[src/rtl/uart_pkg.sv]
// Shared types and constants for the UART receive path.
package uart_pkg;

  typedef enum logic [2:0] {
    IDLE,
    START,
    DATA,
    PARITY,
    STOP,
    BREAK
  } rx_state_t;

  localparam int         OVERSAMPLE = 16;
  localparam logic [3:0] SAMPLE_LO  = 4'd7;
  localparam logic [3:0] SAMPLE_MID = 4'd8;
  localparam logic [3:0] SAMPLE_HI  = 4'd9;
  localparam logic [3:0] CNT_LAST   = 4'(OVERSAMPLE - 1);

  // Two-out-of-three vote used to decide each received bit.
  function automatic logic majority3(input logic a, input logic b, input logic c);
    return (a & b) | (a & c) | (b & c);
  endfunction

endpackage

[src/rtl/uart_rx_core_if.sv]
// Receive-core signal bundle: line/tick inputs in, received byte and status out.
//
// Handshake: o_valid is a one-clock strobe with no ready; o_data and o_rx_error
// are meaningful on the strobe cycle, o_data then holds until the next strobe,
// and the consumer must accept every strobe because the core never stalls.
interface uart_rx_core_if
  import uart_pkg::*;
#(
  parameter int DATA_WIDTH = 8
);

  logic                  i_tick_x16;
  logic                  i_parity_odd;
  logic                  i_RX;
  logic [DATA_WIDTH-1:0] o_data;
  logic                  o_valid;
  logic [1:0]            o_rx_error;
  logic                  o_busy;
  rx_state_t             state;

  modport slave (
    input  i_tick_x16, i_parity_odd, i_RX,
    output o_data, o_valid, o_rx_error, o_busy, state
  );

  modport master (
    output i_tick_x16, i_parity_odd, i_RX,
    input  o_data, o_valid, o_rx_error, o_busy, state
  );

endinterface

[src/rtl/uart_rx_sync.sv]
// Two-flop synchronizer for an asynchronous, idle-high input.
module uart_rx_sync (
  input  logic clk,
  input  logic rst,
  input  logic d,
  output logic q
);

  logic meta;

  // Resets to 1 so an idle-high line never looks like a start edge.
  always_ff @(posedge clk or posedge rst) begin
    if (rst) begin
      meta <= 1'b1;
      q    <= 1'b1;
    end else begin
      meta <= d;
      q    <= meta;
    end
  end

endmodule

[src/rtl/uart_rx_core.sv]
// UART receive engine: 16x oversampling, majority-vote bit decisions,
// optional parity, stop-bit framing check and break hold-off.
module uart_rx_core
  import uart_pkg::*;
#(
  parameter int DATA_WIDTH = 8,
  parameter bit PARITY_EN  = 1'b0
) (
  input logic           i_clk,
  input logic           i_rst,
  uart_rx_core_if.slave bus
);

  localparam int              IDX_W    = (DATA_WIDTH > 1) ? $clog2(DATA_WIDTH) : 1;
  localparam logic [IDX_W-1:0] IDX_LAST = IDX_W'(DATA_WIDTH - 1);

  rx_state_t             state;
  logic                  rx_s;
  logic [3:0]            cnt;
  logic [IDX_W-1:0]      bit_idx;
  logic                  s_lo;
  logic                  s_mid;
  logic                  bit_maj;
  logic [DATA_WIDTH-1:0] shreg;
  logic                  perr;
  logic [DATA_WIDTH-1:0] data_q;
  logic                  valid_q;
  logic [1:0]            err_q;
  logic                  busy_q;

  uart_rx_sync u_sync (
    .clk (i_clk),
    .rst (i_rst),
    .d   (bus.i_RX),
    .q   (rx_s)
  );

  // Third sample is the live synchronized line on the cnt=9 tick.
  assign bit_maj = majority3(s_lo, s_mid, rx_s);

  // Frame state machine with counters, shift register and registered outputs.
  always_ff @(posedge i_clk or posedge i_rst) begin
    if (i_rst) begin
      state   <= IDLE;
      cnt     <= '0;
      bit_idx <= '0;
      s_lo    <= 1'b1;
      s_mid   <= 1'b1;
      shreg   <= '0;
      perr    <= 1'b0;
      data_q  <= '0;
      valid_q <= 1'b0;
      err_q   <= 2'b00;
      busy_q  <= 1'b0;
    end else begin
      valid_q <= 1'b0;
      err_q   <= 2'b00;
      case (state)
        IDLE: begin
          if (!rx_s) begin
            state   <= START;
            cnt     <= '0;
            bit_idx <= '0;
            perr    <= 1'b0;
            busy_q  <= 1'b1;
          end
        end
        BREAK: begin
          // Hold off until the line is released so a stuck-low line cannot retrigger.
          if (rx_s) begin
            state  <= IDLE;
            busy_q <= 1'b0;
          end
        end
        default: begin
          if (bus.i_tick_x16) begin
            cnt <= cnt + 4'd1;
            if (cnt == SAMPLE_LO)  s_lo  <= rx_s;
            if (cnt == SAMPLE_MID) s_mid <= rx_s;
            case (state)
              START: begin
                if (cnt == SAMPLE_HI && bit_maj) begin
                  state  <= IDLE;
                  busy_q <= 1'b0;
                end else if (cnt == CNT_LAST) begin
                  state   <= DATA;
                  bit_idx <= '0;
                end
              end
              DATA: begin
                if (cnt == SAMPLE_HI) shreg <= {bit_maj, shreg[DATA_WIDTH-1:1]};
                if (cnt == CNT_LAST) begin
                  if (bit_idx == IDX_LAST) state <= PARITY_EN ? PARITY : STOP;
                  else                     bit_idx <= bit_idx + IDX_W'(1);
                end
              end
              PARITY: begin
                if (cnt == SAMPLE_HI) perr <= bit_maj ^ (^shreg) ^ bus.i_parity_odd;
                if (cnt == CNT_LAST) state <= STOP;
              end
              STOP: begin
                // Leave at mid-bit so a start bit with zero idle is caught on time.
                if (cnt == SAMPLE_HI) begin
                  data_q  <= shreg;
                  valid_q <= 1'b1;
                  err_q   <= {~bit_maj, perr & PARITY_EN};
                  busy_q  <= ~bit_maj;
                  state   <= bit_maj ? IDLE : BREAK;
                end
              end
              default: ;
            endcase
          end
        end
      endcase
    end
  end

  assign bus.o_data     = data_q;
  assign bus.o_valid    = valid_q;
  assign bus.o_rx_error = err_q;
  assign bus.o_busy     = busy_q;
  assign bus.state      = state;

endmodule

[src/flat_wrapper.sv]
// flat-port wrapper written by rule: the top's interface ports become plain ports
module uart_rx_core_flat import uart_pkg::*;
#(
  parameter int DATA_WIDTH = 8,
  parameter bit PARITY_EN  = 1'b0
)
  (i_clk, i_rst, bus_i_tick_x16, bus_i_parity_odd, bus_i_RX, bus_o_data, bus_o_valid, bus_o_rx_error, bus_o_busy, bus_state);
  uart_rx_core_if #(.DATA_WIDTH(DATA_WIDTH)) bus_i ();
  input logic i_clk;
  input logic i_rst;
  input wire logic [$bits(bus_i.i_tick_x16)-1:0] bus_i_tick_x16;
  input wire logic [$bits(bus_i.i_parity_odd)-1:0] bus_i_parity_odd;
  input wire logic [$bits(bus_i.i_RX)-1:0] bus_i_RX;
  output wire logic [$bits(bus_i.o_data)-1:0] bus_o_data;
  output wire logic [$bits(bus_i.o_valid)-1:0] bus_o_valid;
  output wire logic [$bits(bus_i.o_rx_error)-1:0] bus_o_rx_error;
  output wire logic [$bits(bus_i.o_busy)-1:0] bus_o_busy;
  output wire logic [$bits(bus_i.state)-1:0] bus_state;
  assign bus_i.i_tick_x16 = bus_i_tick_x16;
  assign bus_i.i_parity_odd = bus_i_parity_odd;
  assign bus_i.i_RX = bus_i_RX;
  assign bus_o_data = bus_i.o_data;
  assign bus_o_valid = bus_i.o_valid;
  assign bus_o_rx_error = bus_i.o_rx_error;
  assign bus_o_busy = bus_i.o_busy;
  assign bus_state = bus_i.state;
  uart_rx_core #(.DATA_WIDTH(DATA_WIDTH), .PARITY_EN(PARITY_EN)) u_core (.i_clk(i_clk), .i_rst(i_rst), .bus(bus_i));
endmodule
[config.mk]
export PLATFORM = sky130hd
export DESIGN_NAME = uart_rx_core_flat
export DESIGN_NICKNAME = d
export VERILOG_FILES = /design/src/rtl/uart_pkg.sv /design/src/rtl/uart_rx_core_if.sv /design/src/rtl/uart_rx_sync.sv /design/src/rtl/uart_rx_core.sv /design/src/flat_wrapper.sv
export SDC_FILE = /design/constraint.sdc
export NUM_CORES = 1
export LEC_CHECK = 0
export ABC_AREA = 1
export CAP_MARGIN = 20
export CORE_UTILIZATION = 50
export CTS_CLUSTER_SIZE = 14
export DETAILED_ROUTE_END_ITERATION = 16
export PLACE_DENSITY_LB_ADDON = 0.25
export SLEW_MARGIN = 20
export SYNTH_ARGS = -nofsm -noshare
export SYNTH_HDL_FRONTEND = slang
export SYNTH_SLANG_ARGS = --single-unit
[constraint.sdc]
create_clock -name i_clk -period 4.4 [get_ports i_clk]
set_input_delay 0.66 -clock i_clk [delete_from_list [all_inputs] [get_ports i_clk]]
set_output_delay 0.66 -clock i_clk [all_outputs]
set_load 0.1 [all_outputs]
Yosys cells after proc, flatten, opt, wreduce, memory -nomap -nowiden
Index checks and enable logic that the tools add are counted.
Storage, ports and cells
  memory bits (writable): 0
  ROM bits: 0
  bits in latches: 0
  bits in registers: 34
  output and inout port bits: 15
  memories kept: 0
  input bits: 5
Operators by class
  add/subtract/negate cells: 2
  div/mod/pow operators: 0
  bitwise gates (word level): 8
  $lt $le $gt $ge: 0
  shift-type cells: 0
  mux-type cells: 38
  multiply operators: 0
  reduce and logical (&&, ||, !) cells: 16
  equal/unequal tests: 22
Operator list (number)
  3-bit 2-to-1 mux: 16
  3-bit case mux with 2 select lines: 3
  4-bit by 1-bit != test with 1-bit output (second input constant): 4
  4-bit == test (second input constant): 3
  3-bit case mux with 4 select lines: 1
  3-bit == test (second input constant): 3
  1-bit 2-to-1 mux: 9
  3-bit AND reduction: 3
  9-bit AND reduction: 1
  2-bit 2-to-1 mux: 4
  4-bit 2-to-1 mux: 2
  4-bit case mux with 2 select lines: 1
  4-bit AND reduction: 2
  8-bit AND reduction: 1
  3-bit by 2-bit == test with 1-bit output (second input constant): 2
  3-bit by 1-bit != test with 1-bit output (second input constant): 2
  3-bit != test (second input constant): 2
  6-bit AND reduction: 1
  3-bit nonzero test: 2
  6-bit nonzero test: 1
  5-bit by 1-bit != test with 1-bit output (second input constant): 1
  4-bit by 1-bit adder with 4-bit output (second input constant): 1
  4-bit by 3-bit == test with 1-bit output (second input constant): 1
  2-bit != test (second input constant): 2
  other kinds (12): 18

Logic depth before layout (Yosys ltp)
  depth in word-level cells: 8
  gate-level depth with buffers: 9
  gate-level depth less buffers: 9

Cells and area by module
A second synthesis with hierarchy kept.
Unflattened totals
  cell total of the unflattened synthesis: 182
  area total of the unflattened synthesis: 1610.3 sq um
Modules (own cells, without submodules)
  uart_rx_core: instances 1, area an instance 1554.0 sq um, cells each 179
  uart_rx_sync: instances 1, area an instance 56.3 sq um, cells each 3

Worst setup path before layout
Ideal clock, no wire load.
  kind: register to register
  from: register u_core.state[0], in the netlist u_core.bus.state[0]
  to: register u_core.busy_q, in the netlist u_core.bus.o_busy
  cell stages (with the launch flop): 9
  slack: 2.450 ns
  path buffers: 1
  required time: 4.278 ns
  arrival time: 1.828 ns
  library setup time: 0.122 ns
  cells stage by stage: dfrtp_1 > buf_4 > nand3_2 > nand3_1 > inv_1 > nor2_2 > nand2_1 > nand2_1 > nand2_1
On the way
  cells in the longest elaborated chain, start to end: 4
  elaborated cells on any way between the ends: 14
  those cells by class: eq/ne (7); mux (3); reduce/logical (4)
RTL lines
  start: declaration: line uart_rx_core.sv:17  | rx_state_t state;
  start signal: assignment: line uart_rx_core.sv:93  | if (bit_idx == IDX_LAST) state <= PARITY_EN ? PARITY : STOP;
  start signal: assignment: line uart_rx_core.sv:108  | state <= bit_maj ? IDLE : BREAK;
  3-bit == test or 3-bit by 1-bit == test with 1-bit output (tied branches): line uart_rx_core.sv:80  | case (state)
  1-bit case mux with 2 select lines: line uart_rx_core.sv:80
  1-bit 2-to-1 mux: line uart_rx_core.sv:76  | if (bus.i_tick_x16) begin
  1-bit case mux with 2 select lines: line uart_rx_core.sv:58  | case (state)
  end signal: assignment: line uart_rx_core.sv:107  | busy_q <= ~bit_maj;
  end: declaration: line uart_rx_core.sv:29  | logic busy_q;
Parallel ways exist; a longest one is shown, timed or not. The select of a mux whose other input is x is not followed.
A chain may end at the register's enable or synchronous reset.

Worst setup path in the final report
  from: register u_core.state[0], in the netlist u_core.bus.state[0]
  to: output bus_state[0]
RTL lines
  end: declaration: line flat_wrapper.sv:18  | output wire logic [$bits(bus_i.state)-1:0] bus_state;
No word-level cell between the ends.

==> results.yml <==
outcome:
  status: "finished clean"
logic_synthesis:
  synth_fp_nets: 210
  synthesis.area_um2: 1720
  synth.distinct_cells: 26
  synth.largest_area_cell: "dfrtp_1"
  synth-seq-cells: 33
  netlist.area_leader.share_pct: 42.1
  synth_ff_type: "dfrtp_1"
  avgSynthCellArea_um2: 8.61
  synth_edf_count: 0
  synth.most_common_cell: "nand2_1"
  async_flop_share_pct: 100
  ys_seq_area_share_pct: 48.2
  ys_warn_count: 0
  synth.area.top_cells: "dfrtp_1 (42%), nand2_1 (13%), dfstp_2 (6.1%)"
  netlist_instances: 200
  synth_commonest_cells: "nand2_1 (58), dfrtp_1 (29), inv_1 (24), o21ai_1 (12), o21ai_2 (9)"
clock_tree:
  htreeDepth: 2
  cts_max_path_buffers: 2
  cts_setup_buffers: 0
  cts_inserted_buffers: 5
  cts_tree: "done"
  root_buffer: "clkbuf_4"
  hold_buffers: 0
  clk_pin_slew_ns: 0.10
  clock-sinks: 33
  insertion_delay_ns: 0.35
  cts_resized: 0
global_route:
  grt_util_all_layers_pct: 20.8
  overflow: 0
  grt_start_max_net_pins: 34
  grt_pass1_wl_mm: 5.52
  grt_pass1_vias: 1276
  antenna_found_initial: 0
drt:
  drc_errors: 0
  viasPerCell: 5.03
  vias: 1337
  ant_nets: 0
  drt-total-wl_mm: 3.20
  wl_per_cell_um: 12.0
  drt_first_iter_violations: 133
  first_pass_iters: 4
layout:
  num-fill-cells: 284
  syn2layout_area_growth_pct: 15.1
  finalNonFillerCells: 266
  insertedDiodeCount: 0
  fin_nets: 231
  drive_above_1_share_pct: 19.8
critical_path:
  crit_family: "buffers and inverters"
  crit_cells: 1
  reg2reg_to: "u_core.bus.state[1]"
  crit_path_max_fanout: 10
  r2r-start: "u_core.cnt[0]"
  cp_slowest_cell: "clkdlybuf4s50_1"
  path_buf_inv: 1
  required_ns: 3.74
  worstPathCellList: "clkdlybuf4s50_1"
  max_stage_delay_ns: 1.24
  worstPathArrival_ns: 2.26
  ff2ff_path_depth: 8
  r2r_slack_ns: 2.82
  startpoint_type: "flop"
  path_class: "flop to output port"
  crit_path_end_kind: "output port"
floorplanning:
  row_count: 20
  start_util_pct: 54.6
  dieArea_um2: 3680
  die_h_um: 60.7
  dieWidth_um: 60.7
  core_area_um2: 3150
  io_pins: 20
place:
  gp_congestion: 0.839
  numPortBuffers: 17
  dp_cells: 258
  place_ws_ns: 1.88
  hpwlAfterDp_mm: 2.28
sta:
  tns_ns: 0
  finalHoldViolCount: 0
  rsz0062_at_grt: "false"
  fmax_ghz: 0.343
  tightest_slew_ns: 0.972
  fin_crit_sh_pct: 66.3
  max_slew_margin_pct: 35.0
  finalSetupViolCount: 0
  layout_setup_ws_ns: 1.48
  fin_crit_ns: 2.92
  final.setup_skew_ns: 0.00855
  slew_viol_final: 0
worst_hold_path:
  hold_end: "u_core.u_sync.q"
  hold_depth: 0
  min_path_type: "flop to flop"
  hp-start: "u_core.u_sync.meta"
pwr:
  p_per_area_nw_per_um2: 557
  fin_total_pwr_uw: 1100
  power.leakage_uw: 0.000967
  ir_drop_v: 0.000262
run:
  maxCapViolCount: 0
## registers in the layout (all words and copies together) (netlist names), 3 cells and up
name	cells
u_core.bus.o_data	8
u_core.shreg	8
u_core.cnt	4
u_core.bit_idx	3
u_core.bus.state	3
## placed cells by master, fill, tap and decap left out, types with 5 or more instances in the layout
cell / netlist / final
clkdlybuf4s50_1: 0 / 17
dfrtp_1: 29 / 29
ha_1: 5 / 5
nor2_1: 8 / 8
clkbuf_4: 0 / 5
nand2_2: 6 / 6
nand4_1: 8 / 8
o21ai_1: 12 / 12
nand3_1: 8 / 8
inv_1: 24 / 24
o21ai_2: 9 / 9
nand2_1: 58 / 58
## cell type report
cell class / instances / area [µm²] / share of cell area (%)
inverters: 27 / 101 / 5.11
multi-input cells: 136 / 759 / 38.3
flip-flops and latches: 33 / 831 / 41.9
well taps: 44 / 55.1 / 2.78
clock buffers: 8 / 58.8 / 2.97
repair buffers: 18 / 178 / 8.96
## cells by family (layout without fill, tap and decap cells)
family | count (synthesis) | count (layout) | synth area share [%]
flip-flops | 33 | 33 | 48.2
AO/OA/AOI/OAI | 27 | 27 | 9.95
buffers and inverters | 31 | 53 | 7.70
AND/OR/NAND/NOR | 103 | 103 | 30.3
other | 1 | 1 | 0.218
adder cells (fa/ha/maj) | 5 | 5 | 3.63
## stage by stage
| stage | area, µm² | hold slack, ns | util (%) |
|---|---|---|---|
| 4_1_cts | 1980 | 0.360 | 62.9 |
| 2_1_floorplan | 1720 | 0.345 | - |
| 3_5_place_dp | 1920 | 0.349 | 61.0 |
| 5_1_grt | 1980 | 0.370 | 62.9 |
| 6_report | 1980 | 0.360 | 62.9 |
| 3_3_place_gp | 1920 | 0.347 | 61.0 |
## where the power goes
group | switching [µW] | internal [µW] | total (µW) | leakage, µW
Combinational | 348 | 147 | 495 | 0.000496
Clock | 102 | 78.8 | 181 | 0.0000326
Sequential | 75.3 | 353 | 428 | 0.000439
Total | 525 | 579 | 1100 | 0.000967
## worst max-delay path by stage
stage | from | end | slack (ns)
after floorplan | u_core.bus.state[0] | u_core.bus.o_busy | 2.45
after detailed placement | u_core.bus.state[0] | bus_state[0] | 1.88
after global placement | u_core.bus.state[0] | bus_state[0] | 1.91
after CTS | u_core.bus.state[0] | bus_state[0] | 1.49
after global routing | u_core.bus.state[0] | bus_state[0] | 1.42
final | u_core.bus.state[0] | bus_state[0] | 1.48
## per-layer routing
layer	vias up	global-route usage (%)	wire length, µm
met5	-	0	0
met4	0	9.74	39
met3	4	5.12	126
met2	30	34.9	1580
met1	624	25.4	1460
li1	679	-	-
No activity file was read; power rests on OpenSTA's default activity.
